<file path="config.mk">
export PLATFORM = sky130hd
export DESIGN_NAME = change_dispense_arbiter
export DESIGN_NICKNAME = d
export VERILOG_FILES = /design/src/rtl/change_dispense_arbiter.sv
export SDC_FILE = /design/constraint.sdc
export NUM_CORES = 1
export LEC_CHECK = 0
export BUFFER_PORTS_ARGS = -buffer_cell sky130_fd_sc_hd__buf_2
export CAP_MARGIN = 15
export CORE_ASPECT_RATIO = 2
export CORE_MARGIN = 4
export CORE_UTILIZATION = 50
export CTS_CLUSTER_DIAMETER = 60
export DETAILED_ROUTE_END_ITERATION = 12
export GPL_ROUTABILITY_DRIVEN = 0
export PLACE_DENSITY = 0.76
export SKIP_CTS_REPAIR_TIMING = 1
export SYNTH_ARGS = -nofsm -noshare
export SYNTH_HDL_FRONTEND = slang
export SYNTH_SLANG_ARGS = --single-unit
</file>
<file path="constraint.sdc">
create_clock -name clk -period 4.6 [get_ports clk]
set_input_delay 0.92 -clock clk [delete_from_list [all_inputs] [get_ports clk]]
set_output_delay 0.92 -clock clk [all_outputs]
set_load 0.02 [all_outputs]
</file>
<file path="src/rtl/change_dispense_arbiter.sv">
// Fixed-priority arbiter sharing one coin-change dispenser among three requesters.
// Optional dispense watchdog enabled by defining CHG_ARB_TIMEOUT_EN.
module change_dispense_arbiter #(
    parameter int MAX_CHANGE     = 995,
    parameter int TIMEOUT_CYCLES = 4096
) (
    input  logic       clk,
    input  logic       rst_n,
    input  logic [2:0] req,
    input  logic [9:0] amt0,
    input  logic [9:0] amt1,
    input  logic [9:0] amt2,
    output logic [2:0] ack,
    output logic [2:0] err,
    output logic       active,
    output logic [1:0] grant_id,
    output logic       disp,
    output logic [9:0] disp_change,
    input  logic       disp_busy,
    input  logic       disp_done,
    output logic       fault
);

    localparam logic [2:0] S_IDLE  = 3'd0;
    localparam logic [2:0] S_LOAD  = 3'd1;
    localparam logic [2:0] S_DISP  = 3'd2;
    localparam logic [2:0] S_ACK   = 3'd3;
    localparam logic [2:0] S_ERR   = 3'd4;
    localparam logic [2:0] S_GAP   = 3'd5;
    localparam logic [2:0] S_FAULT = 3'd6;

    logic [2:0] state, nxt;
    logic [1:0] id, id_nxt;
    logic [9:0] latch, latch_nxt;
    logic [2:0] armed;
    logic [2:0] elig;
    logic [2:0] id_oh;
    logic [9:0] amt_sel;
    logic       bad_amt;
    logic       tmo;

    assign elig  = req & armed;
    assign id_oh = 3'b001 << id_nxt;

    // Select the amount of the granted requester.
    always_comb begin
        case (id)
            2'd0:    amt_sel = amt0;
            2'd1:    amt_sel = amt1;
            default: amt_sel = amt2;
        endcase
    end

    assign bad_amt = (amt_sel % 10'd5 != 10'd0) ||
                     (amt_sel > 10'(MAX_CHANGE));

`ifdef CHG_ARB_TIMEOUT_EN
    logic [12:0] cnt;

    assign tmo = (state == S_DISP) && !disp_done &&
                 (cnt == 13'(TIMEOUT_CYCLES - 1));

    // Watchdog counter runs only in DISP; fault stays set until reset.
    always_ff @(posedge clk or negedge rst_n) begin
        if (!rst_n) begin
            cnt   <= '0;
            fault <= 1'b0;
        end else begin
            if (state != S_DISP) cnt <= '0;
            else                 cnt <= cnt + 13'd1;
            if (state == S_DISP && nxt == S_FAULT) fault <= 1'b1;
        end
    end
`else
    assign tmo   = 1'b0;
    assign fault = 1'b0;
`endif

    // Next-state decode; LOAD samples the requester amount exactly once.
    always_comb begin
        nxt       = state;
        id_nxt    = id;
        latch_nxt = latch;
        case (state)
            S_IDLE: begin
                if (!disp_busy && !fault && elig != 3'b000) begin
                    nxt = S_LOAD;
                    if (elig[0])      id_nxt = 2'd0;
                    else if (elig[1]) id_nxt = 2'd1;
                    else              id_nxt = 2'd2;
                end
            end
            S_LOAD: begin
                latch_nxt = amt_sel;
                if (amt_sel == 10'd0) nxt = S_ACK;
                else if (bad_amt)     nxt = S_ERR;
                else                  nxt = S_DISP;
            end
            S_DISP: begin
                if (disp_done) nxt = S_ACK;
                else if (tmo)  nxt = S_FAULT;
            end
            S_ACK:   nxt = S_GAP;
            S_ERR:   nxt = S_GAP;
            S_GAP:   nxt = S_IDLE;
            S_FAULT: nxt = S_FAULT;
            default: nxt = S_IDLE;
        endcase
    end

    // State and registered outputs, all derived from the next state.
    always_ff @(posedge clk or negedge rst_n) begin
        if (!rst_n) begin
            state       <= S_IDLE;
            id          <= 2'd0;
            latch       <= '0;
            armed       <= 3'b111;
            ack         <= '0;
            err         <= '0;
            active      <= 1'b0;
            grant_id    <= 2'd3;
            disp        <= 1'b0;
            disp_change <= '0;
        end else begin
            state       <= nxt;
            id          <= id_nxt;
            latch       <= latch_nxt;
            armed       <= (armed & ~(ack | err)) | ~req;
            ack         <= (nxt == S_ACK) ? id_oh : 3'b000;
            err         <= (nxt == S_ERR ||
                            (state == S_DISP && nxt == S_FAULT)) ?
                           id_oh : 3'b000;
            active      <= (nxt != S_IDLE);
            grant_id    <= (nxt == S_IDLE) ? 2'd3 : id_nxt;
            disp        <= (nxt == S_DISP);
            disp_change <= (nxt == S_DISP) ? latch_nxt : 10'd0;
        end
    end

endmodule

</file>
==> results of run 1 <==
synth_stat cells (all sizes together) (6+ instances only):
library cell / instances
nand3: 11
inv: 7
dfrtp: 33
o21ai: 32
o21a: 10
a21oi: 20
nand2: 63
buf: 16
nor4: 13
nor3: 9
mux2i: 11
a31oi: 7
and2: 6
nor2: 17
clkbuf: 6
how the worst max path moves through the flow:
stage | from | end | slack [ns]
final | id[0]$_DFF_PN0_ | disp_change[6]$_DFF_PN0_ | -0.21
after global placement | amt0[6] | disp$_DFF_PN0_ | -0.32
after detailed placement | amt0[6] | disp$_DFF_PN0_ | -0.46
after CTS | amt0[6] | disp$_DFF_PN0_ | -0.19
after global routing | id[0]$_DFF_PN0_ | disp_change[2]$_DFF_PN0_ | -0.41
after floorplan | amt1[4] | state[1]$_DFF_PN0_ | -0.32
layout make-up:
| cell class | instances | area (sq um) | area share, % |
|---|---|---|---|
| flip-flops and latches | 38 | 957.2 | 23.22 |
| well taps | 61 | 76.32 | 1.851 |
| clock buffers | 6 | 138.9 | 3.369 |
| inverters | 7 | 26.28 | 0.6373 |
| multi-input cells | 274 | 1988 | 48.22 |
| clock inverters | 2 | 12.51 | 0.3035 |
| repair buffers | 131 | 923.4 | 22.40 |
routing by layer:
metal / vias to the layer above / wire [um]
met4: 0 / 496
li1: 1494 / -
met3: 44 / 490
met5: - / 0
met1: 1546 / 3064
met2: 167 / 5169
through the flow:
step	TNS [ns]	util, %	hold WS (ns)
floorplan	-4.421	-	0.4357
global placement	-4.748	65.51	0.4438
detailed placement	-6.838	65.51	0.4581
CTS	-2.472	68.16	0.4719
global route	-6.061	72.21	0.4773
finish	-2.736	72.21	0.4652
registers in the layout (all words and copies together), names as in the netlist:
register	count
armed	3
state	3
grant_id	2
ack	3
id	2
disp	1
disp_change	10
err	3
latch	10
active	1
worst register-to-register path, delay by kind of cell, from the launching register on:
family	cells	cell delay (ns)
adders and majority gates	2	0.37
AOI/OAI and AO/OA	9	1.72
DFF	1	0.41
muxes	1	0.18
and+or+nand+nor	9	1.50
buffers and inverters	3	0.51
logic make-up (layout without fill, tap and decap cells):
logic type	after synthesis	after routing	synth area share (%)
compound gates	114	114	29.80
buf+inv	29	146	6.088
xor+xnor	7	7	3.108
mux	11	11	3.874
flops	38	38	32.57
fa+ha+maj	3	3	1.277
other cells	1	1	0.1276
simple gates	138	138	23.16
==> metrics.txt, run 1 <==
# TYPE chip_impl_metric gauge
chip_impl_info{name="synth_top_cell_by_area",value="dfrtp_1"} 1
chip_impl_info{name="layout_common_cells",value="buf_4 (70), nand2_1 (63), buf_2 (54)"} 1
chip_impl_metric{name="syn_nets",unit=""} 381
chip_impl_metric{name="grt_util_met3",unit="%"} 1.059
chip_impl_metric{name="grt_usage",unit="%"} 23.93
chip_impl_metric{name="gr-usage-met2",unit="%"} 45.57
chip_impl_info{name="worst_path_max_delay_cell",value="dfrtp_1"} 1
chip_impl_info{name="outcome",value="finished with violations"} 1
chip_impl_metric{name="worst_path_buffer_plus_inverter_count",unit=""} 3
chip_impl_metric{name="routedWlPerCell",unit="um"} 17.77
chip_impl_info{name="timing.critical_path.to_type",value="register"} 1
chip_impl_metric{name="asyncSetResetFlopFracSynth",unit="%"} 100.0
chip_impl_metric{name="drtPass1Iterations",unit=""} 5
chip_impl_metric{name="post_synthesis_sequential_element_count",unit=""} 38
chip_impl_info{name="worst_setup_path_type",value="register to register"} 1
chip_impl_metric{name="dp.cells",unit=""} 499
chip_impl_info{name="worstPathCellList",value="buf_12, buf_4, mux2i_4, o21a_2, nor3_1, o21bai_1, a211o_1, and2_1, o31a_2, and3_4, ha_4, nor4_4, a221oi_2, nand3_2, or2_1, nand2_1, o21ai_2, ha_2, and4b_1, nor4bb_4, a31o_1, o2111ai_4, clkbuf_16, a21oi_2"} 1
chip_impl_info{name="startpoint_type",value="register"} 1
chip_impl_metric{name="detailed_place.area",unit="sq um"} 3740
chip_impl_metric{name="wire_length_of_the_first_global_routing_pass",unit="um"} 14070
chip_impl_metric{name="cts.path.max_buffers",unit=""} 2
chip_impl_metric{name="average_cell_area_after_synthesis",unit="sq um"} 8.619
chip_impl_metric{name="edff_count_synth",unit=""} 0
chip_impl_info{name="timing.rr.start",value="id[0]$_DFF_PN0_"} 1
chip_impl_metric{name="max-cap-violations",unit=""} 0
chip_impl_metric{name="gr-usage-met1",unit="%"} 24.19
chip_impl_metric{name="synth_warnings",unit=""} 0
chip_impl_metric{name="num_rows",unit=""} 39
chip_impl_metric{name="h-tree-depth",unit=""} 2
chip_impl_info{name="crit_family",value="compound AO/OA/AOI/OAI gates"} 1
chip_impl_metric{name="path_max_fanout",unit=""} 8
chip_impl_metric{name="antennaDiodeCount",unit=""} 0
chip_impl_metric{name="numClockSinks",unit=""} 38
chip_impl_metric{name="clkTransAtPathRegs",unit="ns"} 0.06
chip_impl_metric{name="worst-r2r-setup-slack",unit="ns"} -0.21
chip_impl_metric{name="final.setup_skew",unit="ns"} 0.005755
chip_impl_metric{name="vias_in_the_first_global_route",unit=""} 3032
chip_impl_metric{name="floorplan.io_pins",unit=""} 58
chip_impl_metric{name="wl",unit="um"} 9221
chip_impl_metric{name="critical-path-max-stage-delay",unit="ns"} 0.41
chip_impl_info{name="synth_top_flop_cell",value="dfrtp_1"} 1
chip_impl_metric{name="critPathArrivalTime",unit="ns"} 4.98
chip_impl_metric{name="die-area",unit="sq um"} 7243
chip_impl_metric{name="final_area",unit="sq um"} 4123
chip_impl_metric{name="finalWorstPathRequiredPeriod",unit="ns"} 4.805
chip_impl_metric{name="place_hpwl",unit="um"} 6782
chip_impl_metric{name="netlist_area",unit="sq um"} 2939
chip_impl_metric{name="timing.final.ws_setup",unit="ns"} -0.2052
chip_impl_metric{name="synth_cell_type_count",unit=""} 73
chip_impl_metric{name="first_iter_violations",unit=""} 151
chip_impl_metric{name="reg2regPathDepth",unit=""} 24
chip_impl_info{name="rsz0062_at_grt",value="yes"} 1
chip_impl_metric{name="final_cycle_utilization_of_the_critical_path",unit="%"} 104.5
chip_impl_metric{name="area_delta_synth_final",unit="%"} 40.27
chip_impl_metric{name="nets",unit=""} 497
chip_impl_metric{name="dr_total_vias",unit=""} 3251
chip_impl_info{name="holdCritPathClass",value="register to register"} 1
chip_impl_metric{name="vias_per_std_cell",unit=""} 6.264
chip_impl_metric{name="place_ws",unit="ns"} -0.4603
chip_impl_metric{name="synth_top_area_share",unit="%"} 28.10
chip_impl_metric{name="maximum_number_of_pins_on_one_net_before_global_route_repair",unit=""} 39
chip_impl_metric{name="design.core.area",unit="sq um"} 5709
chip_impl_metric{name="worst-endpoint-required",unit="ns"} 4.77
chip_impl_metric{name="final_cell_count_no_fill",unit=""} 519
chip_impl_metric{name="relative_slew_slack",unit="%"} 46.92
chip_impl_info{name="tritoncts",value="done"} 1
chip_impl_metric{name="finalSetupViolations",unit=""} 16
chip_impl_metric{name="fmaxAchievable",unit="MHz"} 208.1
chip_impl_metric{name="die_h",unit="um"} 116.4
chip_impl_metric{name="filler_cell_count",unit=""} 415
chip_impl_metric{name="post_synth_inst_count",unit=""} 341
chip_impl_metric{name="grt_antenna_before_repair",unit=""} 0
chip_impl_info{name="root_buffer",value="clkbuf_16"} 1
chip_impl_info{name="global_route.peak_usage_layer",value="met2"} 1
chip_impl_metric{name="chipWidth",unit="um"} 62.22
chip_impl_metric{name="buffer_ports.inserted",unit=""} 56
chip_impl_metric{name="slew_viol_final",unit=""} 0
chip_impl_info{name="violations_in_the_final_reports",value="negative setup slack"} 1
chip_impl_info{name="holdCritStartpoint",value="armed[1]$_DFF_PN1_"} 1
chip_impl_metric{name="timing.hold.worst_path_depth",unit=""} 2
chip_impl_info{name="endpoint_of_the_worst_hold_timing_path",value="armed[1]$_DFF_PN1_"} 1
chip_impl_metric{name="drc",unit=""} 0
chip_impl_metric{name="worst_pin_slew",unit="ns"} 0.7963
chip_impl_metric{name="insertion_delay",unit="ns"} 0.28
chip_impl_info{name="timing.rr.end",value="disp_change[6]$_DFF_PN0_"} 1
chip_impl_metric{name="cts-buffers-inserted",unit=""} 5
chip_impl_metric{name="overflow",unit=""} 0
chip_impl_metric{name="final_antenna_net_count",unit=""} 0
chip_impl_metric{name="final_number_of_hold_violating_endpoints",unit=""} 0
chip_impl_metric{name="critical_path_depth",unit=""} 24
chip_impl_info{name="post_synth_main_area_contributors",value="dfrtp_1 (28%), nand2_1 (8.0%), dfstp_2 (4.5%)"} 1
chip_impl_metric{name="initial_utilization",unit="%"} 51.48
chip_impl_info{name="most_common_cell_after_layout_fill_and_taps_aside",value="buf_4"} 1
chip_impl_metric{name="seq_area_frac_synth",unit="%"} 32.57
chip_impl_metric{name="drive_above_1_share",unit="%"} 44.10
Power of run 1 is left out: the tool's default activity adds up to more than one toggle a clock period on the data nets, which glitch-free logic cannot reach.
==> run 2: changes to the inputs <==
--- a/config.mk
+++ b/config.mk
@@ -10,6 +10,7 @@
 export CORE_ASPECT_RATIO = 2
 export CORE_MARGIN = 4
 export CORE_UTILIZATION = 50
+export CTS_BUF_LIST = sky130_fd_sc_hd__clkbuf_16
 export CTS_CLUSTER_DIAMETER = 60
 export DETAILED_ROUTE_END_ITERATION = 12
 export GPL_ROUTABILITY_DRIVEN = 0
==> metrics.txt, run 2 (synthesized netlist as in run 1, its figures left out) <==
# TYPE chip_impl_metric gauge
chip_impl_info{name="outcome",value="finished with violations"} 1
chip_impl_info{name="violations_in_the_final_reports",value="negative setup slack"} 1
chip_impl_metric{name="place_hpwl",unit="um"} 6782
chip_impl_metric{name="design.core.area",unit="sq um"} 5709
chip_impl_info{name="crit_family",value="compound AO/OA/AOI/OAI gates"} 1
chip_impl_metric{name="chipWidth",unit="um"} 62.22
chip_impl_metric{name="vias_in_the_first_global_route",unit=""} 3019
chip_impl_metric{name="path_max_fanout",unit=""} 8
chip_impl_metric{name="drc",unit=""} 0
chip_impl_metric{name="antennaDiodeCount",unit=""} 0
chip_impl_info{name="tritoncts",value="done"} 1
chip_impl_metric{name="cts-buffers-inserted",unit=""} 5
chip_impl_info{name="timing.critical_path.to_type",value="register"} 1
chip_impl_metric{name="cts.path.max_buffers",unit=""} 2
chip_impl_metric{name="drive_above_1_share",unit="%"} 43.76
chip_impl_metric{name="slew_viol_final",unit=""} 0
chip_impl_metric{name="metal1_wirelength",unit="um"} 2987
chip_impl_info{name="timing.rr.end",value="disp_change[6]$_DFF_PN0_"} 1
chip_impl_metric{name="reg2regPathDepth",unit=""} 24
chip_impl_metric{name="finalWorstPathRequiredPeriod",unit="ns"} 4.779
chip_impl_metric{name="final.setup_skew",unit="ns"} 0.005143
chip_impl_metric{name="timing.hold.worst_path_depth",unit=""} 2
chip_impl_metric{name="routedWlPerCell",unit="um"} 17.12
chip_impl_metric{name="worst_path_buffer_plus_inverter_count",unit=""} 3
chip_impl_metric{name="worst_pin_slew",unit="ns"} 0.8024
chip_impl_info{name="top_layer",value="met4"} 1
chip_impl_metric{name="layout.core_utilization",unit="%"} 71.90
chip_impl_metric{name="critPathArrivalTime",unit="ns"} 4.95
chip_impl_info{name="root_buffer",value="clkbuf_16"} 1
chip_impl_metric{name="nets",unit=""} 496
chip_impl_metric{name="overflow",unit=""} 0
chip_impl_metric{name="clkTransAtPathRegs",unit="ns"} 0.06
chip_impl_metric{name="initial_utilization",unit="%"} 51.48
chip_impl_metric{name="grt_antenna_before_repair",unit=""} 0
chip_impl_metric{name="die-area",unit="sq um"} 7243
chip_impl_metric{name="grt_usage",unit="%"} 23.75
chip_impl_metric{name="met3RoutedLength",unit="um"} 431
chip_impl_metric{name="worst-r2r-setup-slack",unit="ns"} -0.18
chip_impl_metric{name="area_delta_synth_final",unit="%"} 39.68
chip_impl_metric{name="place_ws",unit="ns"} -0.4603
chip_impl_metric{name="vias_per_std_cell",unit=""} 6.208
chip_impl_metric{name="final_number_of_hold_violating_endpoints",unit=""} 0
chip_impl_metric{name="filler_cell_count",unit=""} 416
chip_impl_info{name="reg.largest.list",value="disp_change x10, latch x10"} 1
chip_impl_info{name="holdCritPathClass",value="register to register"} 1
chip_impl_metric{name="drtPass1Iterations",unit=""} 5
chip_impl_info{name="rsz0062_at_grt",value="yes"} 1
chip_impl_metric{name="max-cap-violations",unit=""} 0
chip_impl_metric{name="insertion_delay",unit="ns"} 0.28
chip_impl_info{name="worst_setup_path_type",value="register to register"} 1
chip_impl_info{name="startpoint_type",value="register"} 1
chip_impl_metric{name="maximum_number_of_pins_on_one_net_before_global_route_repair",unit=""} 39
chip_impl_metric{name="num_rows",unit=""} 39
chip_impl_info{name="worstPathCellList",value="buf_12, buf_4, mux2i_4, o21a_2, nor3_1, o21bai_1, a211o_1, and2_1, o31a_2, and3_4, ha_4, nor4_4, a221oi_2, nand3_2, or2_1, nand2_1, o21ai_2, ha_2, and4b_1, nor4bb_4, a31o_1, o2111ai_4, clkbuf_16, a21oi_2"} 1
chip_impl_metric{name="floorplan.io_pins",unit=""} 58
chip_impl_metric{name="timing.final.ws_setup",unit="ns"} -0.1789
chip_impl_metric{name="finalSetupViolations",unit=""} 16
chip_impl_metric{name="final_antenna_net_count",unit=""} 0
chip_impl_info{name="endpoint_of_the_worst_hold_timing_path",value="armed[1]$_DFF_PN1_"} 1
chip_impl_info{name="most_common_cell_after_layout_fill_and_taps_aside",value="buf_4"} 1
chip_impl_metric{name="fmaxAchievable",unit="MHz"} 209.3
chip_impl_info{name="holdCritStartpoint",value="armed[1]$_DFF_PN1_"} 1
chip_impl_metric{name="dr_total_vias",unit=""} 3216
chip_impl_info{name="timing.rr.start",value="id[0]$_DFF_PN0_"} 1
chip_impl_metric{name="wire_length_of_the_first_global_routing_pass",unit="um"} 13950
chip_impl_metric{name="worst-endpoint-required",unit="ns"} 4.77
chip_impl_metric{name="numClockSinks",unit=""} 38
chip_impl_metric{name="die_h",unit="um"} 116.4
chip_impl_info{name="worst_path_max_delay_cell",value="dfrtp_1"} 1
chip_impl_metric{name="wl",unit="um"} 8869
chip_impl_metric{name="relative_slew_slack",unit="%"} 46.51
chip_impl_metric{name="wl_met2",unit="um"} 4938
chip_impl_metric{name="h-tree-depth",unit=""} 2
chip_impl_metric{name="first_iter_violations",unit=""} 140
chip_impl_info{name="layout_common_cells",value="buf_4 (69), nand2_1 (63), buf_2 (54)"} 1
chip_impl_metric{name="buffer_ports.inserted",unit=""} 56
chip_impl_metric{name="tns",unit="ns"} -2.415
chip_impl_metric{name="final_cycle_utilization_of_the_critical_path",unit="%"} 103.9
chip_impl_metric{name="critical-path-max-stage-delay",unit="ns"} 0.41
run 2: cell count changes in the layout (fill, tap and decap cells not counted):
cell	before	now
clkbuf_8	1	0
buf_4	70	69
clkinv_1	0	1
run 2: stage by stage:
step                      hold slack [ns]  instances  instance area (sq um)
after floorplan                    0.4357        341                   3025
after global placement             0.4438        499                   3740
after detailed placement           0.4581        499                   3740
after CTS                          0.4719        507                   3881
after global routing               0.4773        518                   4105
final                              0.4657        518                   4105
run 2: worst max path at each step:
stage / start / endpoint / cells past startpoint
3_5_place_dp: amt0[6] / disp$_DFF_PN0_ / 23
5_1_grt: amt1[7] / disp$_DFF_PN0_ / 24
2_1_floorplan: amt1[4] / state[1]$_DFF_PN0_ / 23
3_3_place_gp: amt0[6] / disp$_DFF_PN0_ / 23
4_1_cts: amt0[6] / disp$_DFF_PN0_ / 23
6_report: id[0]$_DFF_PN0_ / disp_change[6]$_DFF_PN0_ / 24
run 2: cell type report:
class / count / area (sq um) / area share, %
inverters: 7 / 26.28 / 0.6400
flip-flops and latches: 38 / 957.2 / 23.32
repair buffers: 130 / 915.9 / 22.31
well taps: 61 / 76.32 / 1.859
clock inverters: 3 / 16.27 / 0.3962
clock buffers: 5 / 125.1 / 3.048
multi-input cells: 274 / 1988 / 48.43
run 2: per-layer routing:
layer	GRT usage (%)	vias to the layer above
met5	0	-
met4	17.22	0
met3	1.059	46
met2	45.36	162
met1	23.94	1510
li1	-	1498
run 2: worst register-to-register path, delay by kind of cell, from the launching register on:
kind | cells | cell delay, ns
compound gates | 9 | 1.74
fa+ha+maj | 2 | 0.37
buf+inv | 3 | 0.51
flops | 1 | 0.41
mux | 1 | 0.18
simple gates | 9 | 1.46
Power of run 2 is left out for the same reason.
